<file path="config.mk">
export PLATFORM = sky130hd
export DESIGN_NAME = mbox_wr_arb
export DESIGN_NICKNAME = d
export VERILOG_FILES = /design/src/rtl/mbox_wr_arb.sv
export SDC_FILE = /design/constraint.sdc
export NUM_CORES = 1
export LEC_CHECK = 0
export BUFFER_PORTS_ARGS = -buffer_cell sky130_fd_sc_hd__buf_4
export CAP_MARGIN = 20
export CORE_UTILIZATION = 45
export DETAILED_ROUTE_END_ITERATION = 10
export PLACE_DENSITY = 0.72
export SYNTH_ARGS = -nofsm -noshare
export SYNTH_HDL_FRONTEND = slang
export SYNTH_SLANG_ARGS = --single-unit
</file>
<file path="constraint.sdc">
create_clock -name clk -period 11.7 [get_ports clk]
set_input_delay 1.17 -clock clk [delete_from_list [all_inputs] [get_ports clk]]
set_output_delay 1.17 -clock clk [all_outputs]
set_load 0.01 [all_outputs]
</file>
<file path="src/rtl/mbox_wr_arb.sv">
// Mailbox write arbiter: round-robin grant among CPU write ports, valid
// writes are queued as {cpu, addr, data} words in a fall-through FIFO that
// drives a ready/valid stream; every grant is acked one cycle later, and
// out-of-range addresses are acked with an error instead of being queued.

// Per-CPU state: served flag, ack/err pulse registers, address range check.
module mbox_wr_arb_lane #(
  parameter int WIDTH_ADDR = 8,
  parameter int LIMIT      = 16
) (
  input  logic                  clk,
  input  logic                  rstn,
  input  logic                  req,
  input  logic                  grant,
  input  logic [WIDTH_ADDR-1:0] addr,
  output logic                  elig,
  output logic                  addr_ok,
  output logic                  ack,
  output logic                  err
);
  logic served;

  assign addr_ok = (32'(addr) < 32'(LIMIT));
  // A CPU holding req after its grant must drop it before it can win again.
  assign elig    = req & ~served & ~ack;

  // served latches on grant and clears on the first cycle req is low
  always_ff @(posedge clk or negedge rstn) begin
    if (!rstn)       served <= 1'b0;
    else if (grant)  served <= 1'b1;
    else if (!req)   served <= 1'b0;
  end

  // completion/error pulses one cycle after the grant
  always_ff @(posedge clk or negedge rstn) begin
    if (!rstn) begin
      ack <= 1'b0;
      err <= 1'b0;
    end else begin
      ack <= grant;
      err <= grant & ~addr_ok;
    end
  end
endmodule

module mbox_wr_arb #(
  parameter int WIDTH_ADDR  = 8,
  parameter int W_WIDTH_SYS = 32,
  parameter int N_NUMB_CPU  = 4,
  parameter int FIFO_DATA   = 32 + WIDTH_ADDR + W_WIDTH_SYS,
  parameter int FIFO_DEPTH  = 4
) (
  input  logic                              clk,
  input  logic                              rstn,
  input  logic [N_NUMB_CPU-1:0]             wr_req_i,
  input  logic [N_NUMB_CPU*WIDTH_ADDR-1:0]  wr_addr_i,
  input  logic [N_NUMB_CPU*W_WIDTH_SYS-1:0] wr_data_i,
  output logic [N_NUMB_CPU-1:0]             wr_ack_o,
  output logic [N_NUMB_CPU-1:0]             wr_err_o,
  output logic [FIFO_DATA-1:0]              m_tdata_o,
  output logic                              m_tvalid_o,
  input  logic                              m_tready_i
);
  localparam int CW    = (N_NUMB_CPU > 1) ? $clog2(N_NUMB_CPU) : 1;
  localparam int PW    = $clog2(FIFO_DEPTH);
  localparam int LIMIT = N_NUMB_CPU * N_NUMB_CPU;

  logic [N_NUMB_CPU-1:0] elig, addr_ok, cand, lane_gnt;
  logic [CW-1:0]         last_grant, gnt_idx;
  logic                  gnt_any, push, pop, can_push;

  logic [FIFO_DATA-1:0]  mem [FIFO_DEPTH];
  logic [PW-1:0]         wr_ptr, rd_ptr;
  logic [PW:0]           count;

  mbox_wr_arb_lane #(.WIDTH_ADDR(WIDTH_ADDR), .LIMIT(LIMIT)) u_lane [N_NUMB_CPU-1:0] (
    .clk    (clk),
    .rstn   (rstn),
    .req    (wr_req_i),
    .grant  (lane_gnt),
    .addr   (wr_addr_i),
    .elig   (elig),
    .addr_ok(addr_ok),
    .ack    (wr_ack_o),
    .err    (wr_err_o)
  );

  assign m_tvalid_o = (count != '0);
  assign m_tdata_o  = m_tvalid_o ? mem[rd_ptr] : '0;
  assign pop        = m_tvalid_o & m_tready_i;
  assign can_push   = (count != (PW+1)'(FIFO_DEPTH)) | pop;
  // Error writes never touch the FIFO, so they may win even when it is full.
  assign cand       = elig & (~addr_ok | {N_NUMB_CPU{can_push}});

  // round-robin search upward from last_grant+1 with wrap
  always_comb begin : rr_search
    logic [CW:0] idx;
    gnt_any = 1'b0;
    gnt_idx = '0;
    idx     = '0;
    for (int i = 1; i <= N_NUMB_CPU; i++) begin
      idx = {1'b0, last_grant} + (CW+1)'(i);
      if (idx >= (CW+1)'(N_NUMB_CPU)) idx = idx - (CW+1)'(N_NUMB_CPU);
      if (!gnt_any && cand[idx[CW-1:0]]) begin
        gnt_any = 1'b1;
        gnt_idx = idx[CW-1:0];
      end
    end
  end

  assign lane_gnt = gnt_any ? (N_NUMB_CPU'(1) << gnt_idx) : '0;
  assign push     = gnt_any & addr_ok[gnt_idx];

  // remember the last winner; reset value gives CPU 0 first priority
  always_ff @(posedge clk or negedge rstn) begin
    if (!rstn)        last_grant <= CW'(N_NUMB_CPU - 1);
    else if (gnt_any) last_grant <= gnt_idx;
  end

  // FIFO storage: word is captured from the CPU inputs in the grant cycle
  always_ff @(posedge clk) begin
    if (push)
      mem[wr_ptr] <= FIFO_DATA'({32'(gnt_idx),
                                 wr_addr_i[gnt_idx*WIDTH_ADDR +: WIDTH_ADDR],
                                 wr_data_i[gnt_idx*W_WIDTH_SYS +: W_WIDTH_SYS]});
  end

  // FIFO pointers and occupancy
  always_ff @(posedge clk or negedge rstn) begin
    if (!rstn) begin
      wr_ptr <= '0;
      rd_ptr <= '0;
      count  <= '0;
    end else begin
      if (push) wr_ptr <= wr_ptr + PW'(1);
      if (pop)  rd_ptr <= rd_ptr + PW'(1);
      if (push && !pop)      count <= count + (PW+1)'(1);
      else if (pop && !push) count <= count - (PW+1)'(1);
    end
  end
endmodule

</file>
==> run summary, run 1 <==
post-synth top area cell = edfxtp_1
Final Wtd Congestion = 0.804
synthesized cell area = 0.00894 sq mm
largest net degree at the start of global routing = 89
post-synthesis compound-gate area fraction = 7.78%
port bufs = 217
DP Area = 0.0106 sq mm
CP Launch Type = input pin
post-synthesis adder-cell area fraction = 0.923%
Sink Count = 189
DR WL/cell = 17.9 microns
final period utilization = 50.2%
worst-case clock skew = 0.00635 ns
area share of the largest cell type after synthesis = 56.4%
met2 routed WL = 10000 microns
die width = 143 microns
max-slew violations = 0
Max Cap Viol = 0
postcts setup bufs = 0
DR vias/cell = 5.23
setup slack at placement = 5.42 ns
Final Non-Filler Cells = 1104
CP arrival = 5.95 ns
total gr overflow = 0
cell count after synthesis = 636
post-CTS sizing = 0
post-synthesis cell type count = 49
area delta synth->final = 26.0%
unrepaired setup endpoints after global routing = false
CP dominant cell by count = buf_4
Clock Latency Late Sink = 0.42 ns
slowest CP cell = nor4_1
Design Area, Final = 0.0113 sq mm
multiplexer share of the synthesized area = 11.1%
flip-flop and latch count after synthesis = 189
Critical Path, Cell by Cell = buf_4 > nor4_1 > a2111o_1 > a21boi_0 > or2_4 > nand2_4 > inv_4 > buf_4 > mux2i_1 > o22a_2 > nor2b_4 > buf_4
via count = 5778
Final Hold Viols = 0
Pleak = 4.28 nW
root buffer cell = clkbuf_16
Starting Density = 46.0%
slowest stage delay, CP = 0.91 ns
xor-xnor portion of the synthesized cell area = 0.587%
Setup CP Type = in2reg
dpl hpwl = 13200 microns
Max Used Layer = met4
fin crit period = 5.87 ns
Worst Setup End Kind = flip-flop
vias in the first global route = 5602
Worst-Margin Slew = 1.08 ns
metal3 WL = 1290 microns
most common cell after layout, fill and taps aside = buf_4
WP buf/inv = 4
number of flops mapped to enable cells by yosys = 168
DRT met1 WL = 8190 microns
achievable frequency = 0.170 GHz
PwrDens = 275 mW/mm^2
most common flop cell mapped by yosys = edfxtp_1
Tot GR Track Use = 19.9%
Die Span Y = 143 microns
antenna violations before repair = 0
number of nets in the final layout = 1000
total power = 3.10 mW
# diodes = 0
highest-count cells in the layout ignoring fill and taps = buf_4 (224), edfxtp_1 (168), nand2_1 (88)
hold_buf cts = 0
Synthesis Warnings = 0
core area = 0.0195 sq mm
Longest Clk Path Bufs = 2
status = finished clean
asr flop ratio synth = 11.1%
initial drt markers = 310
largest family of logic cells by synthesized area = simple AND/OR/NAND/NOR gates
post-synthesis simple-gate area fraction = 11.6%
Final WS setup = 5.83 ns
synthesized area per cell = 14.1 sq um
cts bufs inserted = 17
FP Rows = 51
Final ANT Viol Nets = 0
IO Count = 248
Final Setup Violations = 0
CP delay by family, top = simple AND/OR/NAND/NOR gates
peak supply drop = 0.374 mV
register area share after synthesis = 62.3%
final WL = 19700 microns
ratio of cells with drive above 1 in the final layout = 37.8%
Die Area = 0.0204 sq mm
HP Class = reg2reg
clk slew on worst S/H paths = 0.07 ns
first-pass GRT wire length = 30100 microns
Inst Count DP = 1073
leading post-synthesis cells by cell area = edfxtp_1 (56%), mux4_2 (11%), dfrtp_1 (5.3%)
worst slew margin relative to its limit = 27.0%
CTS tree = done
setup TNS = 0 ns
critical-path maximum fanout = 71
Detailed Routing Iterations Pass 1 = 5
worst path required time = 11.78 ns
H-tree Lvls = 4
DRC violations left = 0
[flip-flops by register name (all words and copies together) (netlist names)]
name,flops
u_lane.ack,4
wr_ptr,2
rd_ptr,2
u_lane.err,4
u_lane.served,4
mem,168
last_grant,2
count,3
[routing by layer]
metal / vias up / global-route usage, %
li1: 2699 / -
met1: 2847 / 24.9
met2: 213 / 34.9
met3: 19 / 4.76
met4: 0 / 4.47
met5: - / 0
[cells by family (layout without fill, tap and decap cells)]
group | Yosys count | in the layout
simple gates | 197 | 197
flops | 189 | 189
compound gates | 100 | 100
xor+xnor | 6 | 6
buf+inv | 91 | 265
fa+ha+maj | 6 | 6
other cells | 1 | 30
mux | 46 | 46
[synth_stat cells, types with 2 or more instances]
master and number:
dfrtp_1 19, nor4_2 2, a2111o_1 2, and2_1 42, mux4_2 42, dfstp_2 2, nor2_1 6, nand2_1 88
nor2b_1 44, xor2_1 2, a21o_1 3, nor4_1 2, xnor2_1 4, ha_1 5, a21oi_1 5, buf_1 4
inv_1 9, nand3_1 2, buf_2 12, buf_4 38, nor3_1 3, a31oi_1 40, a21boi_0 2, a211oi_1 40
mux2i_1 2, clkbuf_1 26, edfxtp_1 168
[worst register-to-register path: stages, from the launching register on]
cell      delay [ns]
dfrtp_1         0.45
nor4b_4         0.47
a2111o_1        0.27
a21boi_0        0.20
or2_4           0.16
nand2_4         0.30
inv_4           0.55
buf_4           0.65
mux2i_1         0.17
o22a_2          0.37
nor2b_4         0.53
buf_4           0.46
[area by class of cell]
cell class	instances	area, sq um
well taps	265	332
flip-flops and latches	189	5580
inverters	10	40.0
clock inverters	14	205
fillers	1519	8190
multi-input cells	385	3010
repair buffers	224	1680
clock buffers	17	425
[worst paths after layout]
check,startpoint,end,slack (ns),cells past startpoint
worst max-delay path,wr_addr_i[15],mem[3][1]$_DFFE_PP_,5.83,12
worst min-delay path,u_lane[2].served$_DFFE_PN0P_,u_lane[2].served$_DFFE_PN0P_,0.48,2
worst max register to register,count[1]$_DFFE_PN0P_,mem[3][1]$_DFFE_PP_,6.76,11
worst min register to register,u_lane[2].served$_DFFE_PN0P_,u_lane[2].served$_DFFE_PN0P_,0.48,2
max in group asynchronous,rstn,last_grant[0]$_DFFE_PN1P_,10.81,1
min in group asynchronous,rstn,u_lane[0].ack$_DFF_PN0_,0.62,1
[power by group]
part / total, mW / leakage (nW) / switching [mW] / internal (mW)
logic: 1.35 / 2.21 / 0.777 / 0.571
clock network: 0.610 / 0.302 / 0.248 / 0.362
registers: 1.14 / 1.77 / 0.111 / 1.03
total: 3.10 / 4.28 / 1.14 / 1.96
[metrics by stage]
step	hold WS (ns)	util [%]
2_1_floorplan	0.437	-
3_3_place_gp	0.451	54.7
3_5_place_dp	0.461	54.7
4_1_cts	0.478	57.9
5_1_grt	0.516	57.9
6_report	0.476	57.9
No activity file was read; power rests on OpenSTA's default activity.
==> run 2, diff against run 1 <==
==> constraint.sdc (replaced) <==
create_clock -name clk -period 5.43 [get_ports clk]
set_input_delay 0.543 -clock clk [delete_from_list [all_inputs] [get_ports clk]]
set_output_delay 0.543 -clock clk [all_outputs]
set_load 0.01 [all_outputs]
==> run 2 against run 1 <==
  * Count of clock-buffer cells in the layout increased by 3
  * Non-clock buffer count increased by 6
  * Highest routed layer unchanged
  * Final cell count increased by 0.54%
  * Via count increased by 0.93%
  * First-iteration DRC count increased by 16%
  * Combinational power increased by 120%
  * Critical path type unchanged
  * Sequential share of layout area about the same
  * Critical path depth increased by 2
  * Die area unchanged
  * Core utilization about the same
  * Largest power group unchanged
==> run summary, run 2 (synthesis results as in run 1) <==
status = finished clean
highest-count cells in the layout ignoring fill and taps = buf_4 (225), edfxtp_1 (168), nand2_1 (88)
Worst Hold Launch = wr_req_i[1]
slowest CP cell = nor4_1
Sink Count = 189 (unchanged)
Worst Setup End Kind = flip-flop
Design Area, Final = 0.0113 sq mm (about the same)
CP delay by family, top = simple AND/OR/NAND/NOR gates
worst slew margin relative to its limit = 37.7% (+11 points)
clk slew on worst S/H paths = 0.06 ns (about the same)
achievable frequency = 0.244 GHz
Final ANT Viol Nets = 0 (unchanged)
Starting Density = 46.0% (unchanged)
CP Launch Type = input pin
port bufs = 217 (unchanged)
total gr overflow = 0 (unchanged)
final period utilization = 75.6%
R2R Path Start = count[1]$_DFFE_PN0P_
final WL = 19900 microns (+1.1%)
DP Area = 0.0107 sq mm (+0.63%)
# diodes = 0 (unchanged)
peak supply drop = 0.434 mV (+16%)
Setup CP Type = in2reg
CP dominant cell by count = inv_1
Tot GR Track Use = 20.1% (+0.19 points)
PwrDens = 576 mW/mm^2 (+110%)
Die Span Y = 143 microns (unchanged)
Die Area = 0.0204 sq mm (unchanged)
cts bufs inserted = 17 (unchanged)
largest net degree at the start of global routing = 113 (+27%)
Max Cap Viol = 0 (unchanged)
CP startpoint = wr_addr_i[15]
Clock Latency Late Sink = 0.43 ns (about the same)
Final Hold Viols = 0 (unchanged)
max-slew violations = 0 (unchanged)
hold path cells = 2 (unchanged)
hold_buf cts = 1 (+1)
antenna violations before repair = 0 (unchanged)
worst path required time = 5.74 ns (-6.04 ns)
initial drt markers = 361 (+16%)
setup TNS = 0 ns (unchanged)
die width = 143 microns (unchanged)
ratio of cells with drive above 1 in the final layout = 37.8% (about the same)
first-pass GRT wire length = 29700 microns (-1.2%)
DRC violations left = 0 (unchanged)
Worst-Margin Slew = 0.926 ns (-0.159 ns)
CTS tree = done
worst-case clock skew = 0.00627 ns (-0.0000846 ns)
Reg2Reg Depth = 13 (+2)
number of nets in the final layout = 1006 (+0.60%)
dpl hpwl = 13500 microns (+2.4%)
most common cell after layout, fill and taps aside = buf_4
Final Setup Violations = 0 (unchanged)
Detailed Routing Iterations Pass 1 = 4 (-1)
Longest Clk Path Bufs = 2 (unchanged)
post-CTS sizing = 0 (unchanged)
Final Wtd Congestion = 0.816 (+1.4%)
DR vias/cell = 5.25 (+0.39%)
vias in the first global route = 5628 (+0.46%)
slowest stage delay, CP = 0.79 ns (-0.12 ns)
core area = 0.0195 sq mm (unchanged)
max reg flops = 168 (unchanged)
area delta synth->final = 26.0% (about the same)
critical-path maximum fanout = 43 (-39%)
root buffer cell = clkbuf_16
WP buf/inv = 4 (unchanged)
DR WL/cell = 18.0 microns (+0.56%)
CP arrival = 4.41 ns (-1.54 ns)
Crit path depth = 14 (+2)
HP Class = in2reg
IO Count = 248 (unchanged)
via count = 5832 (+0.93%)
FP Rows = 51 (unchanged)
Pleak = 4.26 nW (-0.29%)
postcts setup bufs = 0 (unchanged)
Largest Register = mem
unrepaired setup endpoints after global routing = false
fin crit period = 4.10 ns
Critical Path, Cell by Cell = buf_4 > nor4_1 > a2111o_1 > a21boi_0 > or2_4 > nand2_4 > inv_4 > mux2i_1 > o22a_2 > inv_1 > ha_1 > inv_1 > fa_1 > mux2_2
H-tree Lvls = 4 (unchanged)
[run 2: report_power, final]
| group | switching [mW] | total, mW | internal (mW) |
|---|---|---|---|
| combinational | 1.71 | 2.97 | 1.26 |
| sequential | 0.211 | 2.43 | 2.22 |
| clock | 0.504 | 1.09 | 0.587 |
| total | 2.42 | 6.49 | 4.07 |
[run 2: worst paths after layout]
path	endpoint	slack, ns
worst max-delay path	count[1]$_DFFE_PN0P_	1.33
worst min register to register	u_lane[2].served$_DFFE_PN0P_	0.47
max in group asynchronous	last_grant[0]$_DFFE_PN1P_	4.62
worst min-delay path	u_lane[1].served$_DFFE_PN0P_	0.32
worst max register to register	count[1]$_DFFE_PN0P_	1.51
min in group asynchronous	u_lane[1].served$_DFFE_PN0P_	0.53
[run 2: cell type report]
type                    count  area [sq um]
clock buffers              20           437
clock inverters            11          86.3
fillers                  1554          8190
inverters                  10          40.0
multi-input cells         385          3010
flip-flops and latches    189          5580
well taps                 265           332
repair buffers            230          1790
[run 2: per-layer routing]
layer | part of all wire, % | routed length [microns] | vias to the layer above | GRT usage [%]
met1 | 40 | 8010 | 2870 | 24.1
met4 | 1.7 | 333 | 0 | 6.11
met2 | 51 | 10200 | 216 | 34.3
met3 | 6.9 | 1370 | 29 | 6.54
met5 | 0 | 0 | - | 0
li1 | - | - | 2717 | -
[run 2: metrics by stage]
| step | util, % | instances | total power, mW | hold WS, ns | setup slack (ns) |
|---|---|---|---|---|---|
| 3_3_place_gp | 55.0 | 1077 | 5.41 | 0.443 | 1.00 |
| 2_1_floorplan | - | 665 | 4.40 | 0.247 | 0.955 |
| 5_1_grt | 57.9 | 1110 | 6.90 | 0.309 | 1.08 |
| 3_5_place_dp | 55.0 | 1077 | 5.44 | 0.440 | 0.850 |
| 6_report | 57.9 | 1110 | 6.49 | 0.324 | 1.33 |
| 4_1_cts | 57.8 | 1109 | 6.55 | 0.304 | 1.32 |
